[config.mk]
export PLATFORM = sky130hd
export DESIGN_NAME = axi_rd_arbiter_flat
export DESIGN_NICKNAME = d
export VERILOG_FILES = /design/src/rtl/axi_rd_arb_pkg.sv /design/src/rtl/axi_rd_arb_if.sv /design/src/rtl/axi_rd_arb_outst_cnt.sv /design/src/rtl/axi_rd_arbiter.sv /design/src/flat_wrapper.sv
export SDC_FILE = /design/constraint.sdc
export NUM_CORES = 1
export LEC_CHECK = 0
export BUFFER_PORTS_ARGS = -buffer_cell sky130_fd_sc_hd__buf_2
export CORE_AREA = 2 2 110 112
export DETAILED_ROUTE_END_ITERATION = 10
export DIE_AREA = 0 0 112 114
export PLACE_DENSITY = 0.56
export SKIP_LAST_GASP = 1
export SYNTH_ARGS = -nofsm -noshare
export SYNTH_HDL_FRONTEND = slang
export SYNTH_SLANG_ARGS = --single-unit
[constraint.sdc]
create_clock -name ACLK -period 5.1 [get_ports ACLK]
set_clock_uncertainty 0.2 [all_clocks]
set_input_delay 1.02 -clock ACLK [delete_from_list [all_inputs] [get_ports ACLK]]
set_output_delay 1.02 -clock ACLK [all_outputs]
set_load 0.005 [all_outputs]
[src/rtl/axi_rd_arb_pkg.sv]
// Shared types and AXI encodings for the two-master AXI read arbiter.
// Optional grant counters are enabled with the AXI_RD_ARB_PERF_EN macro.
package axi_rd_arb_pkg;

    // Address-channel arbitration state
    typedef enum logic [1:0] {
        IDLE = 2'd0,
        GNT0 = 2'd1,
        GNT1 = 2'd2
    } arb_state_e;

    // RRESP encodings
    localparam logic [1:0] RESP_OKAY   = 2'b00;
    localparam logic [1:0] RESP_EXOKAY = 2'b01;
    localparam logic [1:0] RESP_SLVERR = 2'b10;
    localparam logic [1:0] RESP_DECERR = 2'b11;

    // ARBURST encodings
    localparam logic [1:0] BURST_FIXED = 2'b00;
    localparam logic [1:0] BURST_INCR  = 2'b01;
    localparam logic [1:0] BURST_WRAP  = 2'b10;

endpackage

[src/rtl/axi_rd_arb_if.sv]
// AXI read channel bundle (AR + R). The master modport is the side that
// issues addresses; the slave modport is the side that returns data.
interface axi_rd_arb_if #(
    parameter int ID_WIDTH   = 4,
    parameter int ADDR_WIDTH = 32,
    parameter int DATA_WIDTH = 32,
    parameter int LEN_WIDTH  = 8
) ();

    logic                  ARVALID;
    logic                  ARREADY;
    logic [ID_WIDTH-1:0]   ARID;
    logic [ADDR_WIDTH-1:0] ARADDR;
    logic [LEN_WIDTH-1:0]  ARLEN;
    logic [2:0]            ARSIZE;
    logic [1:0]            ARBURST;

    logic                  RVALID;
    logic                  RREADY;
    logic [ID_WIDTH-1:0]   RID;
    logic [DATA_WIDTH-1:0] RDATA;
    logic [1:0]            RRESP;
    logic                  RLAST;

    modport master (
        output ARVALID, ARID, ARADDR, ARLEN, ARSIZE, ARBURST, RREADY,
        input  ARREADY, RVALID, RID, RDATA, RRESP, RLAST
    );

    modport slave (
        input  ARVALID, ARID, ARADDR, ARLEN, ARSIZE, ARBURST, RREADY,
        output ARREADY, RVALID, RID, RDATA, RRESP, RLAST
    );

endinterface

[src/rtl/axi_rd_arb_outst_cnt.sv]
// Per-master outstanding-burst tracker: counts AR handshakes up and
// last-beat R handshakes down, saturating at MAX_OUTST and never going
// below zero. A data beat arriving with nothing outstanding sets a sticky
// error flag.
module axi_rd_arb_outst_cnt #(
    parameter int MAX_OUTST = 4
) (
    input  logic       clk,
    input  logic       rst_n,
    input  logic       inc,
    input  logic       beat,
    input  logic       last,
    output logic [3:0] cnt,
    output logic       full,
    output logic       err
);

    localparam logic [3:0] MAX_CNT = 4'(MAX_OUTST);

    logic dec;

    assign dec  = beat & last;
    assign full = (cnt == MAX_CNT);

    // Outstanding count; a simultaneous issue and completion cancel out
    always_ff @(posedge clk or negedge rst_n) begin
        if (!rst_n) begin
            cnt <= '0;
        end else begin
            unique case ({inc, dec})
                2'b10: if (!full)      cnt <= cnt + 4'd1;
                2'b01: if (cnt != '0)  cnt <= cnt - 4'd1;
                default: ;
            endcase
        end
    end

    // Sticky flag for a data beat with no burst outstanding
    always_ff @(posedge clk or negedge rst_n) begin
        if (!rst_n) begin
            err <= 1'b0;
        end else if (beat && (cnt == '0)) begin
            err <= 1'b1;
        end
    end

endmodule

[src/rtl/axi_rd_arbiter.sv]
// Two-master AXI read arbiter. Address requests are granted round-robin
// to a single downstream port with the master index prepended to ARID;
// read data is routed back combinationally on the top RID bit.
// Define AXI_RD_ARB_PERF_EN to add saturating per-master grant counters
// (GNT_CNT0/GNT_CNT1).
module axi_rd_arbiter
    import axi_rd_arb_pkg::*;
#(
    parameter int ID_WIDTH   = 4,
    parameter int ADDR_WIDTH = 32,
    parameter int DATA_WIDTH = 32,
    parameter int LEN_WIDTH  = 8,
    parameter int MAX_OUTST  = 4
) (
    input  logic          ACLK,
    input  logic          ARESETn,
    axi_rd_arb_if.slave   M0,
    axi_rd_arb_if.slave   M1,
    axi_rd_arb_if.master  S,
    output logic          ERR_UNEXP_R
`ifdef AXI_RD_ARB_PERF_EN
    ,
    output logic [15:0]   GNT_CNT0,
    output logic [15:0]   GNT_CNT1
`endif
);

    arb_state_e state, state_nxt;
    logic       rr_ptr;

    logic [3:0] outst0, outst1;
    logic       full0, full1;
    logic       err0, err1;
    logic       elig0, elig1;
    logic       ar_hs0, ar_hs1;

    logic                  ar_valid;
    logic [ID_WIDTH:0]     ar_id;
    logic [ADDR_WIDTH-1:0] ar_addr;
    logic [LEN_WIDTH-1:0]  ar_len;
    logic [2:0]            ar_size;
    logic [1:0]            ar_burst;
    logic                  m0_ready, m1_ready;

    logic                  r_sel;
    logic                  r_ready_raw;
    logic                  r_hs;
    logic                  beat0, beat1;
    logic [DATA_WIDTH-1:0] r_data;

    assign elig0  = M0.ARVALID & ~full0;
    assign elig1  = M1.ARVALID & ~full1;
    assign ar_hs0 = (state == GNT0) & S.ARREADY;
    assign ar_hs1 = (state == GNT1) & S.ARREADY;

    // State register and round-robin pointer (points away from last winner)
    always_ff @(posedge ACLK or negedge ARESETn) begin
        if (!ARESETn) begin
            state  <= IDLE;
            rr_ptr <= 1'b0;
        end else begin
            state <= state_nxt;
            if (ar_hs0) begin
                rr_ptr <= 1'b1;
            end else if (ar_hs1) begin
                rr_ptr <= 1'b0;
            end
        end
    end

    // Next-state decode and address-channel mux; grant held until handshake
    always_comb begin
        state_nxt = state;
        ar_valid  = 1'b0;
        ar_id     = '0;
        ar_addr   = '0;
        ar_len    = '0;
        ar_size   = '0;
        ar_burst  = '0;
        m0_ready  = 1'b0;
        m1_ready  = 1'b0;
        unique case (state)
            IDLE: begin
                if (elig0 && elig1) begin
                    state_nxt = rr_ptr ? GNT1 : GNT0;
                end else if (elig0) begin
                    state_nxt = GNT0;
                end else if (elig1) begin
                    state_nxt = GNT1;
                end
            end
            GNT0: begin
                ar_valid = 1'b1;
                ar_id    = {1'b0, M0.ARID};
                ar_addr  = M0.ARADDR;
                ar_len   = M0.ARLEN;
                ar_size  = M0.ARSIZE;
                ar_burst = M0.ARBURST;
                m0_ready = S.ARREADY;
                if (S.ARREADY) begin
                    state_nxt = IDLE;
                end
            end
            GNT1: begin
                ar_valid = 1'b1;
                ar_id    = {1'b1, M1.ARID};
                ar_addr  = M1.ARADDR;
                ar_len   = M1.ARLEN;
                ar_size  = M1.ARSIZE;
                ar_burst = M1.ARBURST;
                m1_ready = S.ARREADY;
                if (S.ARREADY) begin
                    state_nxt = IDLE;
                end
            end
            default: state_nxt = IDLE;
        endcase
    end

    assign S.ARVALID  = ar_valid;
    assign S.ARID     = ar_id;
    assign S.ARADDR   = ar_addr;
    assign S.ARLEN    = ar_len;
    assign S.ARSIZE   = ar_size;
    assign S.ARBURST  = ar_burst;
    assign M0.ARREADY = m0_ready;
    assign M1.ARREADY = m1_ready;

    // Read data routing on the master-select bit of RID. Only the external
    // RREADY is forced low in reset; the counters are held by their own reset.
    assign r_sel       = S.RID[ID_WIDTH];
    assign r_ready_raw = r_sel ? M1.RREADY : M0.RREADY;
    assign r_hs        = S.RVALID & r_ready_raw;
    assign beat0       = r_hs & ~r_sel;
    assign beat1       = r_hs & r_sel;
    assign r_data      = S.RDATA;

    assign S.RREADY  = ARESETn & r_ready_raw;

    assign M0.RVALID = S.RVALID & ~r_sel;
    assign M0.RID    = S.RID[ID_WIDTH-1:0];
    assign M0.RDATA  = r_data;
    assign M0.RRESP  = S.RRESP;
    assign M0.RLAST  = S.RLAST;

    assign M1.RVALID = S.RVALID & r_sel;
    assign M1.RID    = S.RID[ID_WIDTH-1:0];
    assign M1.RDATA  = r_data;
    assign M1.RRESP  = S.RRESP;
    assign M1.RLAST  = S.RLAST;

    axi_rd_arb_outst_cnt #(
        .MAX_OUTST (MAX_OUTST)
    ) u_outst0 (
        .clk   (ACLK),
        .rst_n (ARESETn),
        .inc   (ar_hs0),
        .beat  (beat0),
        .last  (S.RLAST),
        .cnt   (outst0),
        .full  (full0),
        .err   (err0)
    );

    axi_rd_arb_outst_cnt #(
        .MAX_OUTST (MAX_OUTST)
    ) u_outst1 (
        .clk   (ACLK),
        .rst_n (ARESETn),
        .inc   (ar_hs1),
        .beat  (beat1),
        .last  (S.RLAST),
        .cnt   (outst1),
        .full  (full1),
        .err   (err1)
    );

    // Both per-master flags are sticky, so their union is too
    assign ERR_UNEXP_R = err0 | err1;

`ifdef AXI_RD_ARB_PERF_EN
    // Saturating per-master grant counters
    always_ff @(posedge ACLK or negedge ARESETn) begin
        if (!ARESETn) begin
            GNT_CNT0 <= '0;
            GNT_CNT1 <= '0;
        end else begin
            if (ar_hs0 && (GNT_CNT0 != '1)) begin
                GNT_CNT0 <= GNT_CNT0 + 16'd1;
            end
            if (ar_hs1 && (GNT_CNT1 != '1)) begin
                GNT_CNT1 <= GNT_CNT1 + 16'd1;
            end
        end
    end
`endif

endmodule

[src/flat_wrapper.sv]
// flat-port wrapper written by rule: the top's interface ports become plain ports
module axi_rd_arbiter_flat import axi_rd_arb_pkg::*;
#(
    parameter int ID_WIDTH   = 4,
    parameter int ADDR_WIDTH = 32,
    parameter int DATA_WIDTH = 32,
    parameter int LEN_WIDTH  = 8,
    parameter int MAX_OUTST  = 4
)
  (ACLK, ARESETn, ERR_UNEXP_R, M0_ARVALID, M0_ARID, M0_ARADDR, M0_ARLEN, M0_ARSIZE, M0_ARBURST, M0_RREADY, M0_ARREADY, M0_RVALID, M0_RID, M0_RDATA, M0_RRESP, M0_RLAST, M1_ARVALID, M1_ARID, M1_ARADDR, M1_ARLEN, M1_ARSIZE, M1_ARBURST, M1_RREADY, M1_ARREADY, M1_RVALID, M1_RID, M1_RDATA, M1_RRESP, M1_RLAST, S_ARVALID, S_ARID, S_ARADDR, S_ARLEN, S_ARSIZE, S_ARBURST, S_RREADY, S_ARREADY, S_RVALID, S_RID, S_RDATA, S_RRESP, S_RLAST);
  axi_rd_arb_if #(.ID_WIDTH(ID_WIDTH), .ADDR_WIDTH(ADDR_WIDTH), .DATA_WIDTH(DATA_WIDTH), .LEN_WIDTH(LEN_WIDTH)) M0_i ();
  axi_rd_arb_if #(.ID_WIDTH(ID_WIDTH), .ADDR_WIDTH(ADDR_WIDTH), .DATA_WIDTH(DATA_WIDTH), .LEN_WIDTH(LEN_WIDTH)) M1_i ();
  axi_rd_arb_if #(.ID_WIDTH(ID_WIDTH), .ADDR_WIDTH(ADDR_WIDTH), .DATA_WIDTH(DATA_WIDTH), .LEN_WIDTH(LEN_WIDTH)) S_i ();
  input  logic ACLK;
  input  logic ARESETn;
  output logic ERR_UNEXP_R;
  input wire logic [$bits(M0_i.ARVALID)-1:0] M0_ARVALID;
  input wire logic [$bits(M0_i.ARID)-1:0] M0_ARID;
  input wire logic [$bits(M0_i.ARADDR)-1:0] M0_ARADDR;
  input wire logic [$bits(M0_i.ARLEN)-1:0] M0_ARLEN;
  input wire logic [$bits(M0_i.ARSIZE)-1:0] M0_ARSIZE;
  input wire logic [$bits(M0_i.ARBURST)-1:0] M0_ARBURST;
  input wire logic [$bits(M0_i.RREADY)-1:0] M0_RREADY;
  output wire logic [$bits(M0_i.ARREADY)-1:0] M0_ARREADY;
  output wire logic [$bits(M0_i.RVALID)-1:0] M0_RVALID;
  output wire logic [$bits(M0_i.RID)-1:0] M0_RID;
  output wire logic [$bits(M0_i.RDATA)-1:0] M0_RDATA;
  output wire logic [$bits(M0_i.RRESP)-1:0] M0_RRESP;
  output wire logic [$bits(M0_i.RLAST)-1:0] M0_RLAST;
  input wire logic [$bits(M1_i.ARVALID)-1:0] M1_ARVALID;
  input wire logic [$bits(M1_i.ARID)-1:0] M1_ARID;
  input wire logic [$bits(M1_i.ARADDR)-1:0] M1_ARADDR;
  input wire logic [$bits(M1_i.ARLEN)-1:0] M1_ARLEN;
  input wire logic [$bits(M1_i.ARSIZE)-1:0] M1_ARSIZE;
  input wire logic [$bits(M1_i.ARBURST)-1:0] M1_ARBURST;
  input wire logic [$bits(M1_i.RREADY)-1:0] M1_RREADY;
  output wire logic [$bits(M1_i.ARREADY)-1:0] M1_ARREADY;
  output wire logic [$bits(M1_i.RVALID)-1:0] M1_RVALID;
  output wire logic [$bits(M1_i.RID)-1:0] M1_RID;
  output wire logic [$bits(M1_i.RDATA)-1:0] M1_RDATA;
  output wire logic [$bits(M1_i.RRESP)-1:0] M1_RRESP;
  output wire logic [$bits(M1_i.RLAST)-1:0] M1_RLAST;
  output wire logic [$bits(S_i.ARVALID)-1:0] S_ARVALID;
  output wire logic [$bits(S_i.ARID)-1:0] S_ARID;
  output wire logic [$bits(S_i.ARADDR)-1:0] S_ARADDR;
  output wire logic [$bits(S_i.ARLEN)-1:0] S_ARLEN;
  output wire logic [$bits(S_i.ARSIZE)-1:0] S_ARSIZE;
  output wire logic [$bits(S_i.ARBURST)-1:0] S_ARBURST;
  output wire logic [$bits(S_i.RREADY)-1:0] S_RREADY;
  input wire logic [$bits(S_i.ARREADY)-1:0] S_ARREADY;
  input wire logic [$bits(S_i.RVALID)-1:0] S_RVALID;
  input wire logic [$bits(S_i.RID)-1:0] S_RID;
  input wire logic [$bits(S_i.RDATA)-1:0] S_RDATA;
  input wire logic [$bits(S_i.RRESP)-1:0] S_RRESP;
  input wire logic [$bits(S_i.RLAST)-1:0] S_RLAST;
  assign M0_i.ARVALID = M0_ARVALID;
  assign M0_i.ARID = M0_ARID;
  assign M0_i.ARADDR = M0_ARADDR;
  assign M0_i.ARLEN = M0_ARLEN;
  assign M0_i.ARSIZE = M0_ARSIZE;
  assign M0_i.ARBURST = M0_ARBURST;
  assign M0_i.RREADY = M0_RREADY;
  assign M0_ARREADY = M0_i.ARREADY;
  assign M0_RVALID = M0_i.RVALID;
  assign M0_RID = M0_i.RID;
  assign M0_RDATA = M0_i.RDATA;
  assign M0_RRESP = M0_i.RRESP;
  assign M0_RLAST = M0_i.RLAST;
  assign M1_i.ARVALID = M1_ARVALID;
  assign M1_i.ARID = M1_ARID;
  assign M1_i.ARADDR = M1_ARADDR;
  assign M1_i.ARLEN = M1_ARLEN;
  assign M1_i.ARSIZE = M1_ARSIZE;
  assign M1_i.ARBURST = M1_ARBURST;
  assign M1_i.RREADY = M1_RREADY;
  assign M1_ARREADY = M1_i.ARREADY;
  assign M1_RVALID = M1_i.RVALID;
  assign M1_RID = M1_i.RID;
  assign M1_RDATA = M1_i.RDATA;
  assign M1_RRESP = M1_i.RRESP;
  assign M1_RLAST = M1_i.RLAST;
  assign S_ARVALID = S_i.ARVALID;
  assign S_ARID = S_i.ARID;
  assign S_ARADDR = S_i.ARADDR;
  assign S_ARLEN = S_i.ARLEN;
  assign S_ARSIZE = S_i.ARSIZE;
  assign S_ARBURST = S_i.ARBURST;
  assign S_RREADY = S_i.RREADY;
  assign S_i.ARREADY = S_ARREADY;
  assign S_i.RVALID = S_RVALID;
  assign S_i.RID = S_RID;
  assign S_i.RDATA = S_RDATA;
  assign S_i.RRESP = S_RRESP;
  assign S_i.RLAST = S_RLAST;
  axi_rd_arbiter #(.ID_WIDTH(ID_WIDTH), .ADDR_WIDTH(ADDR_WIDTH), .DATA_WIDTH(DATA_WIDTH), .LEN_WIDTH(LEN_WIDTH), .MAX_OUTST(MAX_OUTST)) u_core (.ACLK(ACLK), .ARESETn(ARESETn), .M0(M0_i), .M1(M1_i), .S(S_i), .ERR_UNEXP_R(ERR_UNEXP_R));
endmodule
# ---- Word-level counts from Yosys, hierarchy flattened
# Index checks and enable logic that the tools add are counted.
# Widths: inputs -> output; s select.
dict set report totals {
  out_inout_bits 134
  input_bits 145
  elab_cells 42
  reg_bits 11
}
dict set report op_classes {
  bitwise_logic 7
  n_mux 16
  n_eq_ne 6
  n_addsub 2
  reduce_logical 7
}
# operator n
set ops {}
lappend ops {{$pmux 32 s2} 1}
lappend ops {{$pmux 8 s2} 1}
lappend ops {{$mux 2} 5}
lappend ops {{$add 4x1->4 const B} 2}
lappend ops {{$eq 4x3->1 const B} 2}
lappend ops {{$pmux 2 s2} 2}
lappend ops {{$pmux 4 s2} 1}
lappend ops {{$pmux 3 s2} 1}
lappend ops {{$reduce_and 2->1} 3}
lappend ops {{$and 1x1->1} 5}
lappend ops {{$mux 1} 5}
lappend ops {{$ne 4x1->1 const B} 1}
lappend ops {{$eq 2x1->1 const B} 1}
lappend ops {{$eq 2x2->1 const B} 1}
lappend ops {{$logic_not 2->1} 1}
lappend ops {{$ne 2x1->1 const B} 1}
lappend ops {{$not 1->1} 2}
lappend ops {{$reduce_bool 2->1} 1}
lappend ops {{$reduce_or 2->1} 1}
lappend ops {{$logic_and 1x1->1} 1}

# ---- Depth between registers and ports, before layout
dict set report logic_depth {
  ltp_word 7
  mapped_depth 7
  ltp_nobuf 6
}

# ---- Cells and area by module
# From an unflattened synthesis, not the netlist that was laid out.
dict set report unflattened {
  hier_cells 296
  area_unflattened_um2 2297.2
}
# mod seq_area_each_um2 area_each_um2 cells_each instances
set modules_own_cells {}
lappend modules_own_cells {axi_rd_arbiter 75.1 1634.1 220 1}
lappend modules_own_cells {axi_rd_arb_outst_cnt 125.1 331.6 38 2}

# ---- Least setup slack after synthesis
# Ideal clock, no wire load.
dict set report synth_path {
  kind {reg-to-output}
  startpoint {register u_core.state[0]}
  endpoint {output S_ARADDR[21]}
  required_time_ps 3880
  path_stages_with_launch 6
  path_buffers 2
  arrival_ps 1357
  slack_ps 2523
  cell_sequence {dfrtp_1 > inv_1 > ha_1 > clkbuf_1 > clkbuf_1 > nor2b_1}
}
dict set report synth_between {
  elab_chain_cells 2
  word_cells_on_any_way 3
  classes_between {eq/ne: 2; mux: 1}
}
# item line_no
set synth_rtl {}
lappend synth_rtl {{start, declared} axi_rd_arbiter.sv:28} ;# arb_state_e state, state_nxt;
lappend synth_rtl {{start signal, assigned} axi_rd_arbiter.sv:62} ;# state <= state_nxt;
lappend synth_rtl {{$eq 2x2->1 or $eq 2x1->1 (tied branches)} axi_rd_arbiter.sv:82} ;# unique case (state)
lappend synth_rtl {{$pmux 32 s2 *} axi_rd_arbiter.sv:82}
lappend synth_rtl {{end, declared} flat_wrapper.sv:45} ;# output wire logic [$bits(S_i.ARADDR)-1:0] S_ARADDR;
# Every way passes the cells marked *; elsewhere a longest branch is shown, timed or not.

# ---- Final worst setup path
dict set report layout_path {
  startpoint {register u_core.state[1]}
  endpoint {output S_ARID[0]}
}
dict set report layout_between {
  elab_chain_cells 2
  word_cells_on_any_way 3
  classes_between {eq/ne: 2; mux: 1}
}
# item line_no
set layout_rtl {}
lappend layout_rtl {{$eq 2x2->1 or $eq 2x1->1 (tied branches)} axi_rd_arbiter.sv:82}
lappend layout_rtl {{$pmux 4 s2 *} axi_rd_arbiter.sv:82}
lappend layout_rtl {{end, declared} flat_wrapper.sv:44} ;# output wire logic [$bits(S_i.ARID)-1:0] S_ARID;
# Marks and branches as above.

==> results.cfg <==
[power]
total_switching_power_w = 0.000438
clock_power_share_pct = 13.9
max-vdd-ir-drop_uv = 197
power.internal_w = 0.000587
power.switching_fraction_pct = 42.7
leakagePower_nw = 1.20
pwr-share-comb_pct = 70.3
pwr_density_cell_nw_per_um2 = 430
seq_power_share_pct = 15.8

[timing]
fmax_mhz = 301
drv_slew = 0
setup_tns_ns = 0
period_needed_ns = 3.32
timing.final.crit_share_pct = 65.1
finalWorstSetupSlack_ns = 1.78
hold_violations = 0
finalSetupViolCount = 0
actual_slew_at_the_worst_max_slew_pin_ns = 0.969
grt_setup_unrepaired = false
slew_hr_pct = 35.4
worst_hold_slack_ns = 0.288

[cells_and_area]
flow.area_growth_from_synthesis_pct = 19.3
layoutNonFillerInstCount = 474
fill_cells = 1314
num-nets-final = 480
area_of_the_multi_input_gates_um2 = 1020
commonest_cells_after_routing_fill_and_taps_aside = sky130_fd_sc_hd__buf_2, sky130_fd_sc_hd__nor2b_1, sky130_fd_sc_hd__a22oi_1
seq_area_um2 = 275
final_common_cell = sky130_fd_sc_hd__buf_2
post_route_cells_drive_above_1_share_pct = 50.5
antenna-diode-count = 0

[drt]
drtIter0Drc = 48
drt_first_pass_iters = 4
totalWireLength_um = 5830
wire_per_inst_um = 12.3
via_count = 1956
detail_route.vias_per_cell = 4.13
drt_drc_violations_left = 0
antenna_violation_net_count_after_detailed_routing = 0

[setup_path]
critPathRequiredTime_ns = 3.88
reg2reg_setup_slack_ns = 2.71
cp-start-kind = flop
critical_path.max_stage_delay_ns = 0.79
crit-reg2reg-capture = u_core.u_outst0.cnt[3]
worst-endpoint-arrival_ns = 2.10
worst_r2r_path_depth = 5
timing.critical_path.fanout_max = 50
critical_path.endpoint_type = primary output
crit_type = flop to primary output
critical_path.slowest_cell = sky130_fd_sc_hd__ha_2
crit-reg2reg-launch = u_core.state[1]
critical_path.cell_chain = inv_1 > ha_2 > a22oi_1 > nor2b_1 > buf_2

[global_routing]
antenna_found_initial = 0
grt_pass1_vias = 1768
grt_pass1_wl_um = 8570
grt_start_max_net_pins = 51
grt_util_all_layers_pct = 8.17
grt_overflow_total = 0

[clock_network]
cts_setup_buffers = 0
cts_root_buffer = sky130_fd_sc_hd__clkbuf_16
clock_latency_on_the_worst_skew_pair_ns = 0.24
cts.reportedPaths.clkPinSlew_ns = 0.04
cts.repair.resized = 0
tritoncts = built
holdBufCountCts = 0
number_of_buffers_inserted_during_clock_tree_synthesis = 3
htreeDepth = 1
cts.path.max_buffers = 2
clock_sink_count = 11

[floorplan]
die_height_um = 114
design.portCount = 279
placement_rows = 40
core_um2 = 11700
total_die_area_um2 = 12800
initial_utilization_pct = 17.1
die_x_um = 112

[synthesis]
synth-warning-count = 0
synthCells = 262
synth-compound-area-share_pct = 20.9
synthXorXnorAreaFrac_pct = 0.876
cell_area_after_synthesis_um2 = 2000
post_synthesis_register_bit_count = 11
synth.yosys.seq_area_share_pct = 13.8
synth_cell_type_count = 25
synth-adder-area-share_pct = 4.38
synth_area_per_cell_um2 = 7.64
post_synth_and_or_nand_nor_area_fraction_pct = 22.0
synth.area.mux_share_pct = 2.25
synth_top_family_by_area = buffers and inverters

[hold_path]
worst_hold_path_type = flop to flop
min_delay_path_depth = 1
min_to = u_core.rr_ptr
hold_path_startpoint = u_core.rr_ptr

[placed_design]
hpwl_um = 4640
dp_cells = 470
place.gp.congestion = 0.709
numPortBuffers = 156
pre_cts_slack_ns = 2.00

[job]
max-cap-violations = 0

[run_status]
status = finished clean
## routing by layer
| metal | share of wire [%] | GRT usage (%) | wire [µm] | vias up |
|---|---|---|---|---|
| li1 | - | - | - | 940 |
| met1 | 38 | 10.1 | 2240 | 876 |
| met2 | 49 | 13.6 | 2840 | 116 |
| met3 | 11 | 2.44 | 641 | 24 |
| met4 | 1.9 | 2.76 | 111 | 0 |
| met5 | 0 | 0 | 0 | - |
## power by group through the flow
stage	Clock [W]	Sequential [W]	Combinational [W]
after global routing	0.000152	0.000169	0.000821
after floorplan	0	0.000154	0.000546
after CTS	0.000148	0.000162	0.000736
final	0.000142	0.000162	0.000721
after detailed placement	0	0.000163	0.000734
after global placement	0	0.000160	0.000713
## worst max path at each step
stage                                from           end  slack [ns]  cells after the start
after global routing      u_core.state[1]     S_ARID[1]        1.56                      5
after detailed placement  u_core.state[1]     S_ARID[1]        2.00                      5
after floorplan           u_core.state[0]  S_ARADDR[21]        2.52                      5
after global placement    u_core.state[1]     S_ARID[0]        2.06                      5
final                     u_core.state[1]     S_ARID[0]        1.78                      5
after CTS                 u_core.state[1]     S_ARID[1]        1.74                      5
## area by class of cell
type / instances / area share (%)
Clock inverter: 1 / 0.210
Tap cell: 147 / 7.71
Multi-Input combinational cell: 146 / 42.9
Inverter: 9 / 1.42
Clock buffer: 3 / 3.15
Timing Repair Buffer: 157 / 33.0
Sequential cell: 11 / 11.5
## worst max-delay path: cells and delay by family (launching register included)
family          cells  cell delay, ns
compound gates      1            0.24
fa+ha+maj           1            0.79
buf+inv             2            0.21
flops               1            0.39
simple gates        1            0.18
## cells in the mapped netlist, drive strengths merged
master	instances	area [µm²]
dfrtp	11	275
nor2	2	7.51
nand2	3	11.3
a22oi	49	368
o22ai	2	12.5
nand4	4	25.0
nand2b	1	6.26
nor2b	50	313
inv	9	33.8
and3b	1	8.76
buf	89	646
ha	7	87.6
and3	3	18.8
nand3b	2	15.0
conb	1	3.75
nand3	2	10.0
o21ai	6	30.0
and2	4	25.0
xnor2	2	17.5
mux2	4	45.0
clkbuf	9	33.8
a21o	1	7.51
## registers in the layout, summed over array words and instances, names as in the netlist
signal	count
u_core.u_outst0.cnt	4
u_core.rr_ptr	1
u_core.state	2
u_core.u_outst1.cnt	4
## cells by family (layout without fill, tap and decap cells)
family | Yosys count | count (layout)
AOI/OAI and AO/OA | 58 | 58
xor gates and xnor gates | 2 | 2
muxes | 4 | 4
adders and majority gates | 7 | 7
buffers and inverters | 107 | 170
other | 1 | 3
and+or+nand+nor | 72 | 72
DFF | 11 | 11
## per-stage QoR
stage / instance area (µm²) / power, W / util [%]
2_1_floorplan: 2010 / 0.000700 / -
6_report: 2390 / 0.00103 / 20.4
4_1_cts: 2390 / 0.00105 / 20.4
3_5_place_dp: 2310 / 0.000897 / 19.7
5_1_grt: 2390 / 0.00114 / 20.4
3_3_place_gp: 2310 / 0.000873 / 19.7
Power figures use the tool's default switching activity.
